[src/rtl/uart_prog_pkg.sv]
// Shared types and defaults for the UART program loader: RX state encoding,
// the end-of-program marker and the default bit period.
package uart_prog_pkg;

  typedef enum logic [1:0] {
    RX_IDLE,
    RX_START,
    RX_DATA,
    RX_STOP
  } rx_state_e;

  localparam logic [31:0] END_MARKER_DEF = 32'h0000_0FFF;

  // 40 MHz / 9600 gives ~4167 on the real chip; the default targets the 4.17 MHz test clock.
  localparam int SYS_CLK_HZ = 4_170_000;
  localparam int BAUD_RATE  = 9600;

  function automatic int clks_per_bit(input int clk_hz, input int baud);
    return (clk_hz + baud / 2) / baud;
  endfunction

  localparam int CLKS_PER_BIT_DEF = clks_per_bit(SYS_CLK_HZ, BAUD_RATE);

endpackage

[src/rtl/uart_rx_byte.sv]
// 8N1 UART byte receiver: two-flop synchroniser, start-bit qualification,
// mid-bit sampling of eight data bits (LSB first) and a stop-bit check.
module uart_rx_byte
  import uart_prog_pkg::*;
#(
  parameter int CLKS_PER_BIT = CLKS_PER_BIT_DEF
) (
  input  logic       clk_i,
  input  logic       rst_ni,
  input  logic       clear_i,
  input  logic       rx_i,
  output logic [7:0] byte_o,
  output logic       byte_valid_o,
  output logic       frame_err_o,
  output logic       busy_o
);

  localparam int CNT_W = $clog2(CLKS_PER_BIT);
  localparam logic [CNT_W-1:0] HALF_CNT = CNT_W'((CLKS_PER_BIT - 1) / 2);
  localparam logic [CNT_W-1:0] FULL_CNT = CNT_W'(CLKS_PER_BIT - 1);

  rx_state_e        state_q, state_d;
  logic             rx_meta, rx_sync;
  logic [CNT_W-1:0] clk_cnt_q;
  logic [2:0]       bit_cnt_q;
  logic [7:0]       shift_q;
  logic             sample;

  // Synchroniser flops idle high so reset never looks like a start bit.
  always_ff @(posedge clk_i or negedge rst_ni) begin
    if (!rst_ni) begin
      rx_meta <= 1'b1;
      rx_sync <= 1'b1;
    end else begin
      rx_meta <= rx_i;
      rx_sync <= rx_meta;
    end
  end

  assign sample = (state_q == RX_START) ? (clk_cnt_q == HALF_CNT)
                                        : ((state_q != RX_IDLE) && (clk_cnt_q == FULL_CNT));

  always_ff @(posedge clk_i or negedge rst_ni) begin
    if (!rst_ni) begin
      state_q <= RX_IDLE;
    end else begin
      state_q <= state_d;
    end
  end

  always_comb begin
    state_d      = state_q;
    byte_valid_o = 1'b0;
    frame_err_o  = 1'b0;
    case (state_q)
      RX_IDLE:  if (!rx_sync) state_d = RX_START;
      RX_START: if (sample) state_d = rx_sync ? RX_IDLE : RX_DATA;
      RX_DATA:  if (sample && (bit_cnt_q == 3'd7)) state_d = RX_STOP;
      RX_STOP: begin
        if (sample) begin
          state_d = RX_IDLE;
          if (rx_sync) byte_valid_o = 1'b1;
          else         frame_err_o  = 1'b1;
        end
      end
      default: state_d = RX_IDLE;
    endcase
    if (clear_i) begin
      state_d      = RX_IDLE;
      byte_valid_o = 1'b0;
      frame_err_o  = 1'b0;
    end
  end

  // The bit-period counter restarts at every sample point so each bit is timed from the last.
  always_ff @(posedge clk_i or negedge rst_ni) begin
    if (!rst_ni) begin
      clk_cnt_q <= '0;
      bit_cnt_q <= '0;
      shift_q   <= '0;
    end else if (clear_i || (state_q == RX_IDLE)) begin
      clk_cnt_q <= '0;
      bit_cnt_q <= '0;
    end else if (sample) begin
      clk_cnt_q <= '0;
      if (state_q == RX_DATA) begin
        shift_q   <= {rx_sync, shift_q[7:1]};
        bit_cnt_q <= bit_cnt_q + 3'd1;
      end
    end else begin
      clk_cnt_q <= clk_cnt_q + CNT_W'(1);
    end
  end

  assign byte_o = shift_q;
  assign busy_o = (state_q != RX_IDLE);

endmodule

[src/rtl/uart_prog_loader.sv]
// Program loader: packs received UART bytes little-endian into 32-bit words and
// writes them to instruction memory from address 0 until a marker word or memory full.
module uart_prog_loader
  import uart_prog_pkg::*;
#(
  parameter int          CLKS_PER_BIT = CLKS_PER_BIT_DEF,
  parameter int          ADDR_W       = 10,
  parameter logic [31:0] END_MARKER   = END_MARKER_DEF
) (
  input  logic              clk_i,
  input  logic              rst_ni,
  input  logic              prog_en_i,
  input  logic              rx_i,
  output logic              mem_we_o,
  output logic [ADDR_W-1:0] mem_addr_o,
  output logic [31:0]       mem_wdata_o,
  output logic              done_o,
  output logic              full_err_o,
  output logic              frame_err_o,
  output logic              busy_o
);

  localparam logic [ADDR_W-1:0] LAST_ADDR = '1;

  logic [7:0]        rx_byte;
  logic              rx_valid;
  logic              rx_ferr;
  logic [1:0]        byte_cnt_q;
  logic [23:0]       low_bytes_q;
  logic [ADDR_W-1:0] addr_q;
  logic [31:0]       word;
  logic              accept;
  logic              word_done;

  uart_rx_byte #(
    .CLKS_PER_BIT(CLKS_PER_BIT)
  ) u_rx (
    .clk_i       (clk_i),
    .rst_ni      (rst_ni),
    .clear_i     (!prog_en_i),
    .rx_i        (rx_i),
    .byte_o      (rx_byte),
    .byte_valid_o(rx_valid),
    .frame_err_o (rx_ferr),
    .busy_o      (busy_o)
  );

  assign accept    = rx_valid && prog_en_i && !done_o;
  assign word_done = accept && (byte_cnt_q == 2'd3);
  assign word      = {rx_byte, low_bytes_q};

  always_ff @(posedge clk_i or negedge rst_ni) begin
    if (!rst_ni) begin
      byte_cnt_q  <= '0;
      low_bytes_q <= '0;
    end else if (!prog_en_i) begin
      byte_cnt_q <= '0;
    end else if (accept) begin
      byte_cnt_q <= byte_cnt_q + 2'd1;
      case (byte_cnt_q)
        2'd0:    low_bytes_q[7:0]   <= rx_byte;
        2'd1:    low_bytes_q[15:8]  <= rx_byte;
        2'd2:    low_bytes_q[23:16] <= rx_byte;
        default: ;
      endcase
    end
  end

  // The write strobe defaults low every cycle, so a pulse already issued still
  // completes when prog_en_i drops; address and data hold between writes.
  always_ff @(posedge clk_i or negedge rst_ni) begin
    if (!rst_ni) begin
      mem_we_o    <= 1'b0;
      mem_addr_o  <= '0;
      mem_wdata_o <= '0;
      addr_q      <= '0;
      done_o      <= 1'b0;
      full_err_o  <= 1'b0;
      frame_err_o <= 1'b0;
    end else begin
      mem_we_o <= 1'b0;
      if (!prog_en_i) begin
        addr_q      <= '0;
        done_o      <= 1'b0;
        full_err_o  <= 1'b0;
        frame_err_o <= 1'b0;
      end else begin
        if (rx_ferr) frame_err_o <= 1'b1;
        if (word_done) begin
          if (word == END_MARKER) begin
            done_o <= 1'b1;
          end else begin
            mem_we_o    <= 1'b1;
            mem_addr_o  <= addr_q;
            mem_wdata_o <= word;
            if (addr_q == LAST_ADDR) begin
              done_o     <= 1'b1;
              full_err_o <= 1'b1;
            end else begin
              addr_q <= addr_q + ADDR_W'(1);
            end
          end
        end
      end
    end
  end

endmodule

[config.mk]
export PLATFORM = sky130hd
export DESIGN_NAME = uart_prog_loader
export DESIGN_NICKNAME = d
export VERILOG_FILES = /design/src/rtl/uart_prog_pkg.sv /design/src/rtl/uart_rx_byte.sv /design/src/rtl/uart_prog_loader.sv
export SDC_FILE = /design/constraint.sdc
export NUM_CORES = 1
export LEC_CHECK = 0
export ABC_CLOCK_PERIOD_IN_PS = 2000
export CORE_MARGIN = 4
export CORE_UTILIZATION = 51
export DETAILED_ROUTE_END_ITERATION = 7
export PLACE_DENSITY = 0.76
export SYNTH_ARGS = -nofsm -noshare
export SYNTH_HDL_FRONTEND = slang
export SYNTH_SLANG_ARGS = --single-unit
export TNS_END_PERCENT = 50
[constraint.sdc]
create_clock -name clk_i -period 2 [get_ports clk_i]
set_clock_uncertainty 0.05 [all_clocks]
set_input_delay 0.5 -clock clk_i [delete_from_list [all_inputs] [get_ports clk_i]]
set_output_delay 0.5 -clock clk_i [all_outputs]
set_load 0.05 [all_outputs]
==> impl_results.md <==
- Max rail drop VDD: 0.422 mV
- Initial antenna violation count: 0
- Layout fillers: 706
- Leakage dissipation: 3.10 nW
- First DRT Iteration DRCs: 79
- Setup slack, reg-to-reg: -0.24 ns
- CP endpoint kind: flop
- Worst-path clk slew: 0.11 ns
- Tot GR Track Use: 0.183
- Layout cell share with drive strength beyond 1: 0.502
- EDFF count, synth: 0
- Sequential element share of the synthesized area: 0.556
- Placed cells: 553
- Largest net degree at the start of global routing: 48
- Yosys cell types: 49
- Antenna viol nets, final: 0
- Hold Path Origin: u_rx.rx_meta
- RSZ-0062 raised after global routing: true
- Initial core utilization: 0.519
- First-pass GRT wire length: 16200 µm
- Routed WL: 9960 µm
- Syn_nets: 358
- Worst hold stages: 0
- Crit-path cells: or4b_4 > nor4_4 > a21oi_2 > and3_4 > clkbuf_16 > mux2_4
- Final setup fails: 49
- Slowest CP cell: or4b_4
- Yosys top cell area share: 0.545
- Final Net Count: 477
- Number of global-route vias before repair: 3257
- Vias/cell: 5.49
- Final Hold Violating Endpoints: 0
- Synthesized instance count: 344
- CP peak stage delay: 0.56 ns
- Post-synthesis register bit count: 106
- Clock Sinks: 106
- Final GP Congestion: 0.854
- I/O pins: 51
- Rows: 35
- Clock Tree Buf Depth: 2
- Ranking of synthesized cells by area: dfrtp_1, mux2_4, mux2_2
- Required @ worst endpoint: 2.22 ns
- Pre-Repair DR Iteration Count: 4
- DRC viols: 0
- Hold endpoint: u_rx.rx_sync
- Syn Area/Cell: 13.9 µm²
- Width of the die: 105 µm
- Fin crit share: 1.12
- Crit path max fanout: 8
- Crit start category: flop
- CTS root buffer: clkbuf_8
- Max Clock Freq: 447 MHz
- Final core occ: 0.667
- Die span in y: 105 µm
- Met2 GRT Util: 0.311
- Synth Warn #: 0
- Synth-to-Final Area Change: 28.5%
- Max_slew headroom: 0.769
- Core region area: 9200 µm²
- Setup CP Type: flop to flop
- Synth area leader: dfrtp_1
- Prevailing post-synth register cell: dfrtp_1
- Count of input and output buffers: 50
- Clock period minus worst slack: 2.24 ns
- Non-filler instance count after layout: 579
- Worst Reg-to-Reg Cells: 6
- Slew Limit Fails: 0
- Slew @ Worst Pin: 0.347 ns
- Setup TNS: -9.51 ns
- Most used routing layer: met2
- FF-to-FF Start: low_bytes_q[13]
- Via Count: 3179
- N_diodes: 0
- Reg2reg end: mem_addr_o[1]
- Die area: 11000 µm²
- H-tree Lvls: 3
- Tot Pwr: 3.56 mW
- Status: complete, but fails checks
- Clock Latency Late Sink: 0.37 ns
- GR Layer Usage met1: 0.241
- Async set-or-reset flop fraction in the synthesized netlist: 1.00
- Total CTS buffers: 9
- CTS tree: yes
- DP HPWL: 6780 µm
- Max Cap Viol: 0
- Met3 usage: 0.0303
- CP arrival: 2.45 ns
- Synth Cell Area: 4770 µm²
- Total global routing overflow: 0
- DR WL/cell: 17.2 µm
- PD cells: 580 nW/µm²
- Violations in the final reports: negative setup slack
- Final setup margin: -0.237 ns
- Hold WC Path Type: flop to flop
## metrics by stage
stage	hold WS, ns	instance area, µm²	worst slack [ns]
2_1_floorplan	0.154	4780	-0.152
3_3_place_gp	0.297	5680	-0.504
3_5_place_dp	0.297	5680	-0.530
4_1_cts	0.311	5970	-0.184
5_1_grt	0.315	6130	-0.275
6_report	0.311	6130	-0.237
## final cells by class
| cell class | count | area (µm²) | area share |
|---|---|---|---|
| flip-flops and latches | 106 | 2660 | 0.433 |
| clock buffers | 11 | 151 | 0.0247 |
| well taps | 111 | 139 | 0.0226 |
| repair buffers | 118 | 1020 | 0.166 |
| multi-input cells | 220 | 2090 | 0.341 |
| inverters | 8 | 30.0 | 0.00489 |
| clock inverters | 5 | 45.0 | 0.00734 |
## cell usage after synthesis (2+ instances only)
| library cell | count |
|---|---|
| a21oi_1 | 6 |
| or3_1 | 4 |
| ha_1 | 10 |
| nor4_1 | 8 |
| mux2_4 | 40 |
| mux2i_1 | 5 |
| and3_1 | 4 |
| xor2_1 | 6 |
| dfstp_2 | 2 |
| o21ai_0 | 7 |
| buf_2 | 4 |
| inv_1 | 7 |
| mux2_2 | 34 |
| nor3_1 | 3 |
| nand3_1 | 15 |
| a22oi_1 | 2 |
| buf_12 | 4 |
| or4_1 | 4 |
| dfrtp_1 | 104 |
| nand2_1 | 24 |
| nand4bb_1 | 2 |
| nor2_1 | 12 |
| nand4_1 | 6 |
| nand2b_1 | 2 |
| o31ai_1 | 5 |
## layout by cell type (no fill, tap or decap), types with 7 or more instances in the layout
cell      instances
nand3_1          13
clkbuf_8         11
mux2_4           42
nor2_1           12
dfrtp_1         101
mux2_2           32
buf_4           105
nand2_1          20
ha_1              9
o21ai_0           7
## where the power goes
part           switching [mW]  leakage [nW]  internal, mW
Clock                   0.756        0.0981         0.539
Combinational          0.0750          1.54        0.0347
Sequential            0.00371          1.47          2.15
Total                   0.835          3.10          2.72
## how the worst max path moves through the flow
stage	start	to	slack (ns)	cells past startpoint
6_report	low_bytes_q[13]	mem_addr_o[1]	-0.24	6
5_1_grt	u_rx.clk_cnt_q[1]	addr_q[4]	-0.27	8
4_1_cts	u_rx.clk_cnt_q[1]	addr_q[3]	-0.18	7
3_5_place_dp	prog_en_i	mem_addr_o[1]	-0.53	7
3_3_place_gp	prog_en_i	mem_addr_o[1]	-0.50	7
2_1_floorplan	u_rx.clk_cnt_q[1]	mem_addr_o[2]	-0.15	9
## routing by layer
metal  wire (µm)  share of wire
met5           0              0
met4         123          0.012
met3         342          0.034
met2        5120           0.51
met1        4380           0.44
## critical path, delay by kind of cell (launching register included)
family          cells  cell delay (ns)
simple gates        3             1.07
flops               1             0.40
mux                 1             0.30
buf+inv             1             0.19
compound gates      1             0.11
## cell families after synthesis
| logic type | Yosys count | synth area share |
|---|---|---|
| XOR/XNOR | 7 | 0.0128 |
| multiplexers | 79 | 0.216 |
| AO/OA/AOI/OAI | 29 | 0.0406 |
| AND/OR/NAND/NOR | 94 | 0.115 |
| adder cells (fa/ha/maj) | 10 | 0.0262 |
| flip-flops | 106 | 0.556 |
| buffers and inverters | 19 | 0.0333 |
## flip-flops by register name, summed over array words and instances (netlist names)
register and flops:
mem_wdata_o 32, low_bytes_q 24, addr_q 10, mem_addr_o 10, u_rx.clk_cnt_q 9, u_rx.byte_o 8, u_rx.bit_cnt_q 3, byte_cnt_q 2
u_rx.state_q 2, done_o 1, frame_err_o 1, full_err_o 1, mem_we_o 1, u_rx.rx_meta 1, u_rx.rx_sync 1
## timing repair
item,CTS,global route
endpoints found under the hold margin,23,0
hold buffers,1,0
buffers inserted,3,3
pin swaps,0,6
resized for setup,11,19
gates cloned,1,3
setup endpoints to repair,77,96
Power figures use the tool's default switching activity.
